[src/rtl/rc4_s_mem_sequencer_if.sv]
// Bus between the RC4 phase sequencer, the top level, the three phase engines and the
// S-memory write/address port.
interface rc4_s_mem_sequencer_if #(
  parameter int ADDR_W = 8,
  parameter int DATA_W = 8
);
  logic              go;
  logic              abort;
  logic              busy;
  logic              done;
  logic              fault;
  logic [1:0]        phase;
  logic              init_start;
  logic              ksa_start;
  logic              prga_start;
  logic              init_finish;
  logic              ksa_finish;
  logic              prga_finish;
  logic [ADDR_W-1:0] init_addr;
  logic [ADDR_W-1:0] ksa_addr;
  logic [ADDR_W-1:0] prga_addr;
  logic [DATA_W-1:0] init_data;
  logic [DATA_W-1:0] ksa_data;
  logic [DATA_W-1:0] prga_data;
  logic              init_wren;
  logic              ksa_wren;
  logic              prga_wren;
  logic [ADDR_W-1:0] s_addr;
  logic [DATA_W-1:0] s_data;
  logic              s_wren;

  modport master (
    input  go, abort,
    input  init_finish, ksa_finish, prga_finish,
    input  init_addr, ksa_addr, prga_addr,
    input  init_data, ksa_data, prga_data,
    input  init_wren, ksa_wren, prga_wren,
    output busy, done, fault, phase,
    output init_start, ksa_start, prga_start,
    output s_addr, s_data, s_wren
  );

  modport slave (
    output go, abort,
    output init_finish, ksa_finish, prga_finish,
    output init_addr, ksa_addr, prga_addr,
    output init_data, ksa_data, prga_data,
    output init_wren, ksa_wren, prga_wren,
    input  busy, done, fault, phase,
    input  init_start, ksa_start, prga_start,
    input  s_addr, s_data, s_wren
  );
endinterface

[src/rtl/rc4_s_mem_sequencer.sv]
// RC4 phase controller: runs init, KSA and PRGA in order, grants the single S-memory
// write/address port to the active engine and guards every phase with a watchdog.
module rc4_s_mem_sequencer #(
  parameter int ADDR_W         = 8,
  parameter int DATA_W         = 8,
  parameter int TIMEOUT_CYCLES = 1024
) (
  input logic                   clk,
  input logic                   reset,
  rc4_s_mem_sequencer_if.master bus
);

  // One-hot encoding keeps every decoded output a single-bit function of the state.
  typedef enum logic [8:0] {
    S_IDLE     = 9'b000000001,
    S_INIT_REQ = 9'b000000010,
    S_INIT_RUN = 9'b000000100,
    S_KSA_REQ  = 9'b000001000,
    S_KSA_RUN  = 9'b000010000,
    S_PRGA_REQ = 9'b000100000,
    S_PRGA_RUN = 9'b001000000,
    S_DONE     = 9'b010000000,
    S_ERROR    = 9'b100000000
  } state_e;

  localparam logic [15:0] WD_LIMIT = 16'(TIMEOUT_CYCLES - 1);

  state_e            state_r;
  state_e            next_state_s;
  logic [15:0]       wdog_r;
  logic [1:0]        phase_s;
  logic              in_req_s;
  logic              in_run_s;
  logic              finish_sel_s;
  logic              wd_expired_s;
  logic [ADDR_W-1:0] s_addr_s;
  logic [DATA_W-1:0] s_data_s;
  logic              s_wren_s;

  // State register
  always_ff @(posedge clk or negedge reset) begin
    if (!reset) begin
      state_r <= S_IDLE;
    end else begin
      state_r <= next_state_s;
    end
  end

  // Phase decode and selection of the granted engine's finish
  always_comb begin
    phase_s      = 2'b00;
    in_req_s     = 1'b0;
    in_run_s     = 1'b0;
    finish_sel_s = 1'b0;
    case (state_r)
      S_INIT_REQ: begin phase_s = 2'b01; in_req_s = 1'b1; end
      S_INIT_RUN: begin phase_s = 2'b01; in_run_s = 1'b1; finish_sel_s = bus.init_finish; end
      S_KSA_REQ:  begin phase_s = 2'b10; in_req_s = 1'b1; end
      S_KSA_RUN:  begin phase_s = 2'b10; in_run_s = 1'b1; finish_sel_s = bus.ksa_finish; end
      S_PRGA_REQ: begin phase_s = 2'b11; in_req_s = 1'b1; end
      S_PRGA_RUN: begin phase_s = 2'b11; in_run_s = 1'b1; finish_sel_s = bus.prga_finish; end
      default:    begin phase_s = 2'b00; end
    endcase
  end

  // A finish in the last allowed cycle beats the timeout.
  assign wd_expired_s = in_run_s && !finish_sel_s && (wdog_r == WD_LIMIT);

  // Next-state logic; abort outranks everything else
  always_comb begin
    next_state_s = state_r;
    if (bus.abort) begin
      next_state_s = S_IDLE;
    end else if (wd_expired_s) begin
      next_state_s = S_ERROR;
    end else begin
      case (state_r)
        S_IDLE:     next_state_s = bus.go ? S_INIT_REQ : S_IDLE;
        S_INIT_REQ: next_state_s = S_INIT_RUN;
        S_INIT_RUN: next_state_s = finish_sel_s ? S_KSA_REQ : S_INIT_RUN;
        S_KSA_REQ:  next_state_s = S_KSA_RUN;
        S_KSA_RUN:  next_state_s = finish_sel_s ? S_PRGA_REQ : S_KSA_RUN;
        S_PRGA_REQ: next_state_s = S_PRGA_RUN;
        S_PRGA_RUN: next_state_s = finish_sel_s ? S_DONE : S_PRGA_RUN;
        S_DONE:     next_state_s = S_IDLE;
        S_ERROR:    next_state_s = S_ERROR;
        default:    next_state_s = S_IDLE;
      endcase
    end
  end

  // Per-phase watchdog: cleared on each request, counts RUN cycles without finish
  always_ff @(posedge clk or negedge reset) begin
    if (!reset) begin
      wdog_r <= 16'd0;
    end else if (bus.abort || in_req_s) begin
      wdog_r <= 16'd0;
    end else if (in_run_s && !finish_sel_s) begin
      wdog_r <= wdog_r + 16'd1;
    end else begin
      wdog_r <= wdog_r;
    end
  end

  // S-memory grant mux; an ungranted requester never reaches the port
  always_comb begin
    s_addr_s = '0;
    s_data_s = '0;
    s_wren_s = 1'b0;
    case (phase_s)
      2'b01:   begin s_addr_s = bus.init_addr; s_data_s = bus.init_data; s_wren_s = bus.init_wren; end
      2'b10:   begin s_addr_s = bus.ksa_addr;  s_data_s = bus.ksa_data;  s_wren_s = bus.ksa_wren;  end
      2'b11:   begin s_addr_s = bus.prga_addr; s_data_s = bus.prga_data; s_wren_s = bus.prga_wren; end
      default: begin s_addr_s = '0; s_data_s = '0; s_wren_s = 1'b0; end
    endcase
  end

  assign bus.phase      = phase_s;
  assign bus.busy       = (phase_s != 2'b00);
  assign bus.done       = (state_r == S_DONE);
  assign bus.fault      = (state_r == S_ERROR);
  assign bus.init_start = (state_r == S_INIT_REQ);
  assign bus.ksa_start  = (state_r == S_KSA_REQ);
  assign bus.prga_start = (state_r == S_PRGA_REQ);
  assign bus.s_addr     = s_addr_s;
  assign bus.s_data     = s_data_s;
  assign bus.s_wren     = s_wren_s;

endmodule
[src/flat_wrapper.sv]
// flat-port wrapper written by rule: the top's interface ports become plain ports
module rc4_s_mem_sequencer_flat 
#(
  parameter int ADDR_W         = 8,
  parameter int DATA_W         = 8,
  parameter int TIMEOUT_CYCLES = 1024
)
  (clk, reset, bus_go, bus_abort, bus_init_finish, bus_ksa_finish, bus_prga_finish, bus_init_addr, bus_ksa_addr, bus_prga_addr, bus_init_data, bus_ksa_data, bus_prga_data, bus_init_wren, bus_ksa_wren, bus_prga_wren, bus_busy, bus_done, bus_fault, bus_phase, bus_init_start, bus_ksa_start, bus_prga_start, bus_s_addr, bus_s_data, bus_s_wren);
  rc4_s_mem_sequencer_if #(.ADDR_W(ADDR_W), .DATA_W(DATA_W)) bus_i ();
  input logic clk;
  input logic reset;
  input wire logic [$bits(bus_i.go)-1:0] bus_go;
  input wire logic [$bits(bus_i.abort)-1:0] bus_abort;
  input wire logic [$bits(bus_i.init_finish)-1:0] bus_init_finish;
  input wire logic [$bits(bus_i.ksa_finish)-1:0] bus_ksa_finish;
  input wire logic [$bits(bus_i.prga_finish)-1:0] bus_prga_finish;
  input wire logic [$bits(bus_i.init_addr)-1:0] bus_init_addr;
  input wire logic [$bits(bus_i.ksa_addr)-1:0] bus_ksa_addr;
  input wire logic [$bits(bus_i.prga_addr)-1:0] bus_prga_addr;
  input wire logic [$bits(bus_i.init_data)-1:0] bus_init_data;
  input wire logic [$bits(bus_i.ksa_data)-1:0] bus_ksa_data;
  input wire logic [$bits(bus_i.prga_data)-1:0] bus_prga_data;
  input wire logic [$bits(bus_i.init_wren)-1:0] bus_init_wren;
  input wire logic [$bits(bus_i.ksa_wren)-1:0] bus_ksa_wren;
  input wire logic [$bits(bus_i.prga_wren)-1:0] bus_prga_wren;
  output wire logic [$bits(bus_i.busy)-1:0] bus_busy;
  output wire logic [$bits(bus_i.done)-1:0] bus_done;
  output wire logic [$bits(bus_i.fault)-1:0] bus_fault;
  output wire logic [$bits(bus_i.phase)-1:0] bus_phase;
  output wire logic [$bits(bus_i.init_start)-1:0] bus_init_start;
  output wire logic [$bits(bus_i.ksa_start)-1:0] bus_ksa_start;
  output wire logic [$bits(bus_i.prga_start)-1:0] bus_prga_start;
  output wire logic [$bits(bus_i.s_addr)-1:0] bus_s_addr;
  output wire logic [$bits(bus_i.s_data)-1:0] bus_s_data;
  output wire logic [$bits(bus_i.s_wren)-1:0] bus_s_wren;
  assign bus_i.go = bus_go;
  assign bus_i.abort = bus_abort;
  assign bus_i.init_finish = bus_init_finish;
  assign bus_i.ksa_finish = bus_ksa_finish;
  assign bus_i.prga_finish = bus_prga_finish;
  assign bus_i.init_addr = bus_init_addr;
  assign bus_i.ksa_addr = bus_ksa_addr;
  assign bus_i.prga_addr = bus_prga_addr;
  assign bus_i.init_data = bus_init_data;
  assign bus_i.ksa_data = bus_ksa_data;
  assign bus_i.prga_data = bus_prga_data;
  assign bus_i.init_wren = bus_init_wren;
  assign bus_i.ksa_wren = bus_ksa_wren;
  assign bus_i.prga_wren = bus_prga_wren;
  assign bus_busy = bus_i.busy;
  assign bus_done = bus_i.done;
  assign bus_fault = bus_i.fault;
  assign bus_phase = bus_i.phase;
  assign bus_init_start = bus_i.init_start;
  assign bus_ksa_start = bus_i.ksa_start;
  assign bus_prga_start = bus_i.prga_start;
  assign bus_s_addr = bus_i.s_addr;
  assign bus_s_data = bus_i.s_data;
  assign bus_s_wren = bus_i.s_wren;
  rc4_s_mem_sequencer #(.ADDR_W(ADDR_W), .DATA_W(DATA_W), .TIMEOUT_CYCLES(TIMEOUT_CYCLES)) u_core (.clk(clk), .reset(reset), .bus(bus_i));
endmodule
[config.mk]
export PLATFORM = sky130hd
export DESIGN_NAME = rc4_s_mem_sequencer_flat
export DESIGN_NICKNAME = d
export VERILOG_FILES = /design/src/rtl/rc4_s_mem_sequencer_if.sv /design/src/rtl/rc4_s_mem_sequencer.sv /design/src/flat_wrapper.sv
export SDC_FILE = /design/constraint.sdc
export NUM_CORES = 1
export LEC_CHECK = 0
export CAP_MARGIN = 20
export CORE_UTILIZATION = 42
export CTS_CLUSTER_DIAMETER = 30
export CTS_CLUSTER_SIZE = 40
export DETAILED_ROUTE_END_ITERATION = 12
export PLACE_DENSITY = 0.89
export SLEW_MARGIN = 5
export SYNTH_ARGS = -nofsm -noshare
export SYNTH_HDL_FRONTEND = slang
export SYNTH_SLANG_ARGS = --single-unit
export TNS_END_PERCENT = 20
[constraint.sdc]
create_clock -name clk -period 3 [get_ports clk]
set_input_delay 0.6 -clock clk [delete_from_list [all_inputs] [get_ports clk]]
set_output_delay 0.6 -clock clk [all_outputs]
set_load 0.01 [all_outputs]
* Word level (Yosys, flattened, before mapping)
Cells that the tools add are included.
** Cells by class
- Add/sub/neg operators :: 1
- Equal/unequal tests :: 13
- Muxes and demuxes :: 16
- Reductions and logical operators :: 11
** Operator list (number)
- 9-bit one-hot mux with 8 select lines :: 1
- 8-bit one-hot mux with 3 select lines :: 2
- 16-bit two-way mux :: 2
- 9-bit two-way mux :: 2
- 16-bit by 1-bit adder with 16-bit output, second input constant :: 1
- 16-bit by 10-bit == test with 1-bit output, second input constant :: 1
- 9-bit by 1-bit == test with 1-bit output, second input constant :: 1
- 9-bit by 2-bit == test with 1-bit output, second input constant :: 1
- 9-bit by 3-bit == test with 1-bit output, second input constant :: 1
- 9-bit by 4-bit == test with 1-bit output, second input constant :: 1
- 9-bit by 5-bit == test with 1-bit output, second input constant :: 1
- 9-bit by 6-bit == test with 1-bit output, second input constant :: 1
- 9-bit by 7-bit == test with 1-bit output, second input constant :: 1
- 9-bit by 8-bit == test with 1-bit output, second input constant :: 1
- 9-bit == test, second input constant :: 1
- 8-bit two-way mux :: 1
- 6-bit two-way mux :: 1
- 1-bit one-hot mux with 3 select lines :: 2
- 2-bit one-hot mux with 3 select lines :: 1
- 2-bit OR reduction :: 3
- 3-bit OR reduction :: 2
- 2-bit == test, second input constant :: 2
- 4-bit two-way mux :: 1
- 2-bit nonzero test :: 2
- other kinds (6) :: 8
** Word-level totals
- Register bits :: 25
- Bits of input ports :: 58
- Output and inout bits :: 25
- Logic and storage cells :: 43

* Depth between registers and ports, before layout
Gate-level depths: netlist of run 1.
- Depth after elaboration :: 7
- Gate-level depth with buffers :: 8
- Mapped depth without buffers :: 5

* Worst setup path before layout of run 1
No wires, ideal clock.
- Path kind :: reg2out
- From :: register u_core.state_r[4]
- To :: output bus_s_data[4]
- Data arrival time :: 2.128 ns
- Data required time :: 2.400 ns
- Setup slack :: 0.272 ns
- Cell stages (with the launch flop) :: 9
- Cells stage by stage :: dfrtp_1 > clkbuf_1 > nor4_1 > and3_1 > or2_2 > clkbuf_1 > clkbuf_1 > a22oi_1 > nand2_1
** On the way
- Word-level cells in the longest chain between the ends :: 5
- Elaborated cells on any way between the ends :: 14
- Those cells by class :: eq/ne (9); mux (2); reduce/logical (3)
** Ends and longest elaborated chain
- from (decl) :: line rc4_s_mem_sequencer.sv:28 : state_e state_r;
- from (signal assigned) :: line rc4_s_mem_sequencer.sv:45 : state_r <= next_state_s;
- 9-bit by 4-bit == test with 1-bit output *
- net bus_ksa_start :: line flat_wrapper.sv:31 : output wire logic [$bits(bus_i.ksa_start)-1:0] bus_ksa_start;
- 2-bit OR reduction (no line) *
- 2-bit one-hot mux with 3 select lines * :: line rc4_s_mem_sequencer.sv:55 : case (state_r)
- 2-bit == test or 2-bit by 1-bit == test with 1-bit output (tied branches) :: line rc4_s_mem_sequencer.sv:110 : case (phase_s)
- 8-bit one-hot mux with 3 select lines * :: line rc4_s_mem_sequencer.sv:110
- to (decl) :: line flat_wrapper.sv:34 : output wire logic [$bits(bus_i.s_data)-1:0] bus_s_data;
The timed path passes the listed nets; every way through them passes the cells marked *.

* Worst setup path after layout of run 1
- From :: register u_core.state_r[4]
- To :: output bus_s_addr[6]
** On the way
- Word-level cells in the longest chain between the ends :: 5
- Elaborated cells on any way between the ends :: 14
- Those cells by class :: eq/ne (9); mux (2); reduce/logical (3)
** Ends and longest elaborated chain
- 9-bit by 6-bit == test with 1-bit output, or another cell as far along :: line rc4_s_mem_sequencer.sv:55
- 2-bit OR reduction (no line)
- 2-bit one-hot mux with 3 select lines * :: line rc4_s_mem_sequencer.sv:55
- 2-bit == test or 2-bit by 1-bit == test with 1-bit output (tied branches) :: line rc4_s_mem_sequencer.sv:110
- 8-bit one-hot mux with 3 select lines * :: line rc4_s_mem_sequencer.sv:110
- to (decl) :: line flat_wrapper.sv:33 : output wire logic [$bits(bus_i.s_addr)-1:0] bus_s_addr;
Mark *: on every way between the ends. The rest lies on a longest branch, timed or not.

==> results of run 1 <==
## final cells by class
type,count,area (sq um),area share
multi-input cells,170,1120,0.388
inverters,13,48.8,0.0170
clock inverters,1,8.76,0.00304
flip-flops and latches,25,628,0.218
well taps,50,62.6,0.0217
repair buffers,97,971,0.337
clock buffers,3,41.3,0.0143
## tightest hold or removal path: stages (launching register included)
cell     delay (ns)
dfrtp_1        0.41
o31ai_1        0.07
a21oi_1        0.06
## power groups by stage
stage | combinational [mW] | sequential (mW) | clock (mW)
floorplan | 0.0905 | 0.353 | 0
global placement | 0.197 | 0.361 | 0
detailed placement | 0.200 | 0.362 | 0
CTS | 0.213 | 0.351 | 0.222
global route | 0.236 | 0.354 | 0.236
finish | 0.219 | 0.354 | 0.216
## registers in the layout, summed over array words and instances, names as in the netlist
signal	flops
u_core.wdog_r	16
u_core.state_r	9
## layer usage
| layer | vias up | part of all wire | global-route usage | wire [microns] |
|---|---|---|---|---|
| met5 | - | 0 | 0 | 0 |
| met4 | 0 | 0.0098 | 0.0859 | 57 |
| met3 | 6 | 0.053 | 0.0483 | 305 |
| met2 | 75 | 0.52 | 0.420 | 3000 |
| met1 | 1013 | 0.42 | 0.290 | 2430 |
| li1 | 1003 | - | - | - |
## metrics by stage
stage	setup WS, ns	instance area, sq um	power (mW)
final	0.0288	2880	0.789
after detailed placement	0.167	2730	0.563
after CTS	0.00537	2810	0.787
after global routing	-0.0668	2880	0.827
after global placement	0.218	2730	0.558
after floorplan	0.272	1820	0.443
## layout by cell type (no fill, tap or decap), types with 4 or more instances in the layout
cell	synthesis	layout
o21ai_0	7	7
o31ai_1	9	9
dlymetal6s2s_1	0	12
clkdlybuf4s50_1	0	70
nor2_1	13	12
buf_4	2	13
a21oi_1	14	14
xor2_1	4	4
nor3_1	9	8
nand2_1	33	32
a222oi_1	7	7
dfrtp_1	24	23
or4_1	14	14
nand3_1	7	7
a22oi_1	10	10
inv_1	13	13
or3_1	6	6
## what timing repair did
item                                    CTS  global route
endpoints found under the setup margin   18            20
setup buffers                             1             0
resized for setup                         4            20
pin swaps                                 1             0
gates cloned                              0             0
## logic make-up after synthesis
kind of cell | Yosys count
simple gates | 105
compound gates | 55
buf+inv | 29
flops | 25
xor+xnor | 7
mux | 2
fa+ha+maj | 1
## final timing paths
kind                                                     from  depth (start not counted)  slack (ns)                       endpoint
worst min-delay path            u_core.wdog_r[13]$_DFFE_PN0P_                          2        0.57  u_core.wdog_r[13]$_DFFE_PN0P_
max in group asynchronous                               reset                          2        1.59    u_core.state_r[4]$_DFF_PN0_
worst max register to register    u_core.state_r[0]$_DFF_PN1_                          6        0.35  u_core.wdog_r[12]$_DFFE_PN0P_
worst min register to register  u_core.wdog_r[13]$_DFFE_PN0P_                          2        0.57  u_core.wdog_r[13]$_DFFE_PN0P_
worst max-delay path              u_core.state_r[4]$_DFF_PN0_                          7        0.03                  bus_s_addr[6]
min in group asynchronous                               reset                          1        0.77   u_core.wdog_r[7]$_DFFE_PN0P_
==> impl_metrics.csv, run 1 <==
group,metric,value,unit
floorplanning,die_h,67.8,microns
synth,syn_inst,224,
global_routing,antenna_found_initial,0,
final_layout,stdcell_count,359,
placed_design,gp_congestion,0.818,
cts,clk-insertion-delay-late,0.28,ns
sta,slew_headroom,0.474,
pwr,internal_power,0.568,mW
sta,hold_viol,0,
pwr,seq_power_share,0.448,
pwr,powerDensity,274,nW/um^2
synth,synth.distinct_cells,40,
synth,synth_nets,283,
floorplanning,initial_core_util,0.445,
worst_setup_path,path_delay_family,"buffers and inverters",
route,drt-initial-drc-count,161,
sta,final.setup_skew,0.00495,ns
pwr,p_leak,1.38,nW
pwr,switching_share,0.280,
final_layout,fillers,327,
sta,max_slew.worst_pin.slew,0.786,ns
floorplanning,io_pins,83,
placed_design,port_buffers,82,
route,routed_wl,5.79,mm
synth,synthMuxAreaShare,0.0110,
global_routing,globalRouteOverflowTotal,0,
floorplanning,num_rows,23,
floorplanning,coreArea,4090,sq um
final_layout,n_antenna_cell,0,
cts,clkTransAtPathRegs,0.09,ns
sta,post-route-period-util,0.990,
floorplanning,dieArea,4600,sq um
placed_design,dp_hpwl,4.24,mm
min_path,min_path_type,"register to register",
sta,setup_viol_count_final,0,
pwr,ir_drop,0.266,mV
final_layout,final_nets,369,
route,drc,0,
synth,synth_top_family_by_area,"simple AND/OR/NAND/NOR gates",
global_routing,grt_usage,0.240,
floorplanning,die_w,67.8,microns
global_routing,grt_pass1_wl,8.34,mm
run_status,outcome,"finished clean",
worst_setup_path,cp-end-kind,"primary output",
pwr,p_switching,0.221,mW
final_layout,layout-drive-gt1-share,0.126,
sta,fin_tns_setup,0,ns
sta,holdWs,0.571,ns
route,first_pass_iters,6,
synth,synth_fa_ha_area_frac,0.00688,
route,num_vias,2097,
route,wl_per_cell,16.1,microns
global_routing,grt_max_degree,23,
placed_design,dp_cells,354,
route,via_per_inst,5.84,
run,max-cap-violations,0,
synth,synth-simple-area-share,0.321,
synth,synthTopCellsByCount,"nand2_1 (33), dfrtp_1 (24), a21oi_1 (14), or4_1 (14)",
worst_setup_path,cp_slowest_cell,"clkdlybuf4s50_1",
worst_setup_path,path_max_fanout,18,
synth,netlist.area_leader.share,0.330,
route,ant_nets,0,
pwr,p_comb_frac,0.278,
cts,cts_root_buffer,"clkbuf_8",
synth,ys_top_cells_by_area,"dfrtp_1 (33%), nand2_1 (6.8%), or4_1 (5.8%), a22oi_1 (4.1%), a21oi_1 (3.9%)",
synth,synth_edf_count,0,
worst_setup_path,arrival,2.37,ns
worst_setup_path,critical_path.max_stage_delay,0.48,ns
worst_setup_path,worstPathCellList,"buf_4 > nor4b_2 > and3_1 > or2_4 > a222oi_1 > inv_1 > clkdlybuf4s50_1",
synth,synth-seq-cells,25,
sta,rsz0062_at_grt,"yes",
synth,netlist.top_cell.by_area,"dfrtp_1",
final_layout,areaGrowthSynthToFinish,58.2,%
cts,ctsHtreeMaxLevel,1,
synth,synthArstFlopShare,1.00,
sta,drv_slew,0,
synth,syn_area,1820,sq um
synth,synth-seq-area-share,0.345,
cts,cts_max_path_buffers,2,
worst_setup_path,start_kind,"register",
synth,synth_compound_area_frac,0.213,
global_routing,first_global_vias,1887,
synth,synth_most_common_cell,"nand2_1",
cts,holdBufCountCts,0,
worst_setup_path,cp.buffers_inverters,3,
synth,synth_xor_area_frac,0.0337,
synth,avgSynthCellArea,8.12,sq um
sta,fmax,337,MHz
cts,clock-sinks,25,
synth,synth_ff_type,"dfrtp_1",
cts,numCtsBuffers,3,
sta,fin_crit,2.97,ns
cts,cts_tree,"done",
synth,yosysWarnings,0,
final_layout,post-route-util,0.704,
pwr,p_clk_frac,0.274,
worst_setup_path,path_class,"register to primary output",
worst_setup_path,critPathRequiredTime,2.40,ns
(Power assumes the default switching activity.)
==> run 2, diff against run 1 <==
Settings changed: CELL_PAD_IN_SITES_DETAIL_PLACEMENT set to 1, CELL_PAD_IN_SITES_GLOBAL_PLACEMENT set to 1, CORE_UTILIZATION 42 to 29, GPL_TIMING_DRIVEN set to 0, PLACE_DENSITY 0.89 to 0.88, REMOVE_ABC_BUFFERS set to 1.
==> run 2 against run 1 <==
Against the previous run: setup slack improved by 0.0077 ns; clock power decreased by 7%; largest cell class unchanged; design area increased by 3.1%; clock skew about the same.
==> impl_metrics.csv, run 2 (synthesized netlist as in run 1, its figures left out) <==
group,metric,value,unit
run_status,outcome,"finished clean",
global_routing,grt_pass1_wl,10.4,mm
floorplanning,die_h,81.2,microns
worst_setup_path,path_class,"register to primary output",
global_routing,antenna_found_initial,0,
final_layout,final_cell_mix,"clkdlybuf4s50_1 (68), nand2_1 (31), dfrtp_1 (18)",
global_routing,globalRouteOverflowTotal,0,
floorplanning,io_pins,83,
final_layout,top_register,"u_core.wdog_r",
cts,clkTransAtPathRegs,0.09,ns
pwr,ir_drop,0.278,mV
sta,drv_slew,0,
worst_setup_path,cp-end-kind,"primary output",
floorplanning,num_rows,28,
final_layout,seqCellArea,634,sq um
global_routing,first_global_vias,2134,
route,first_pass_iters,4,
global_routing,grt_max_degree,30,
route,ant_nets,0,
cts,ctsHtreeMaxLevel,1,
sta,post-route-period-util,0.988,
floorplanning,coreArea,5990,sq um
sta,fmax,337,MHz
final_layout,fillers,690,
worst_setup_path,start_kind,"register",
final_layout,areaGrowthSynthToFinish,63.1,%
route,drc,0,
global_routing,grt_usage,0.202,
route,wl_met2,3.70,mm
final_layout,layout-drive-gt1-share,0.155,
final_layout,layout_commonest_cell,"clkdlybuf4s50_1",
final_layout,reg.largest.list,"u_core.wdog_r (16), u_core.state_r (9)",
route,via_per_inst,5.53,
cts,numCtsBuffers,3,
pwr,p_leak,1.40,nW
route,routed_wl,6.93,mm
route,dr_wl_met3,620,microns
worst_setup_path,path_max_fanout,9,
final_layout,n_antenna_cell,0,
cts,cts_root_buffer,"clkbuf_8",
sta,slew_headroom,0.561,
placed_design,dp_hpwl,5.00,mm
worst_setup_path,critPathRequiredTime,2.40,ns
worst_setup_path,arrival,2.36,ns
final_layout,fin_area,2970,sq um
cts,clk-insertion-delay-late,0.27,ns
sta,fin_crit,2.96,ns
route,route.top_layer_used,"met4",
run,max-cap-violations,0,
final_layout,multi_input_area,1160,sq um
floorplanning,dieArea,6590,sq um
cts,cts_tree,"done",
worst_setup_path,r2r_cells,7,
min_path,min_path_type,"register to register",
sta,max_slew.worst_pin.slew,0.657,ns
sta,holdWs,0.563,ns
sta,rsz0062_at_grt,"yes",
worst_setup_path,timing.reg2reg.setup_slack,0.33,ns
placed_design,post_dp_cell_area,2700,sq um
route,wl_per_cell,18.0,microns
route,num_vias,2122,
pwr,powerDensity,263,nW/um^2
min_path,min_path_cells,2,
final_layout,stdcell_count,384,
route,drt-met1-wl,2.55,mm
sta,setup_viol_count_final,0,
route,drt-initial-drc-count,75,
placed_design,port_buffers,82,
placed_design,dp_cells,368,
floorplanning,initial_core_util,0.304,
cts,cts_max_path_buffers,2,
sta,final.setup_skew,0.00463,ns
placed_design,gp_congestion,0.771,
sta,hold_viol,0,
final_layout,largest_register_ffs,16,
cts,clock-sinks,25,
final_layout,final_nets,369,
floorplanning,die_w,81.2,microns
cts,holdBufCountCts,0,
## run 2: cell count changes in the layout (fill, tap and decap cells not counted), moves of 2 or more
cell and change:
dfrtp_1 -5, dfrtp_2 +5, buf_4 -3, buf_8 +2, clkdlybuf4s50_1 -2, nor3_1 -2
## run 2: report_power, final
group | internal [mW] | switching (mW) | total (mW)
logic | 0.126 | 0.0959 | 0.222
clock network | 0.0949 | 0.106 | 0.201
registers | 0.345 | 0.0139 | 0.358
## run 2: worst max-delay path, stage by stage (launching register included)
cell and delay (ns):
dfrtp_2 0.50, nor4_4 0.38, and3_4 0.29, or2_4 0.19
buf_4 0.12, nand2_1 0.04, nand2_1 0.05, clkdlybuf4s50_1 0.52
## run 2: through the flow
stage / total power, mW / setup TNS, ns / setup WS [ns] / util
floorplan: 0.433 / 0 / 0.0581 / -
global placement: 0.553 / -22.19 / -1.42 / 0.443
detailed placement: 0.566 / -4.48 / -0.315 / 0.450
CTS: 0.779 / 0 / 0.0173 / 0.480
global route: 0.815 / -0.158 / -0.0646 / 0.495
finish: 0.781 / 0 / 0.0365 / 0.495
## run 2: final cells by class
type | count | area share
flip-flops and latches | 25 | 0.214
repair buffers | 96 | 0.330
clock buffers | 4 | 0.0152
well taps | 75 | 0.0316
inverters | 13 | 0.0164
multi-input cells | 171 | 0.393
## run 2: path summary, 6_finish.rpt
kind,startpoint,endpoint
setup / recovery,u_core.state_r[5]$_DFF_PN0_,bus_s_addr[3]
hold / removal,u_core.wdog_r[15]$_DFFE_PN0P_,u_core.wdog_r[15]$_DFFE_PN0P_
setup reg to reg,u_core.state_r[0]$_DFF_PN1_,u_core.wdog_r[14]$_DFFE_PN0P_
hold reg to reg,u_core.wdog_r[15]$_DFFE_PN0P_,u_core.wdog_r[15]$_DFFE_PN0P_
max in group asynchronous,reset,u_core.wdog_r[14]$_DFFE_PN0P_
min in group asynchronous,reset,u_core.wdog_r[2]$_DFFE_PN0P_
## run 2: what timing repair did
| item | CTS | global route |
|---|---|---|
| cloned | 1 | 0 |
| endpoints found under the setup margin | 22 | 20 |
| pin swaps | 4 | 3 |
| buffers inserted | 8 | 2 |
| resized for setup | 19 | 19 |
## run 2: layer usage
metal / GRT usage / vias up
met4: 0.0304 / 0
met3: 0.0449 / 8
met1: 0.216 / 1033
li1: - / 1006
met2: 0.403 / 75
met5: 0 / -
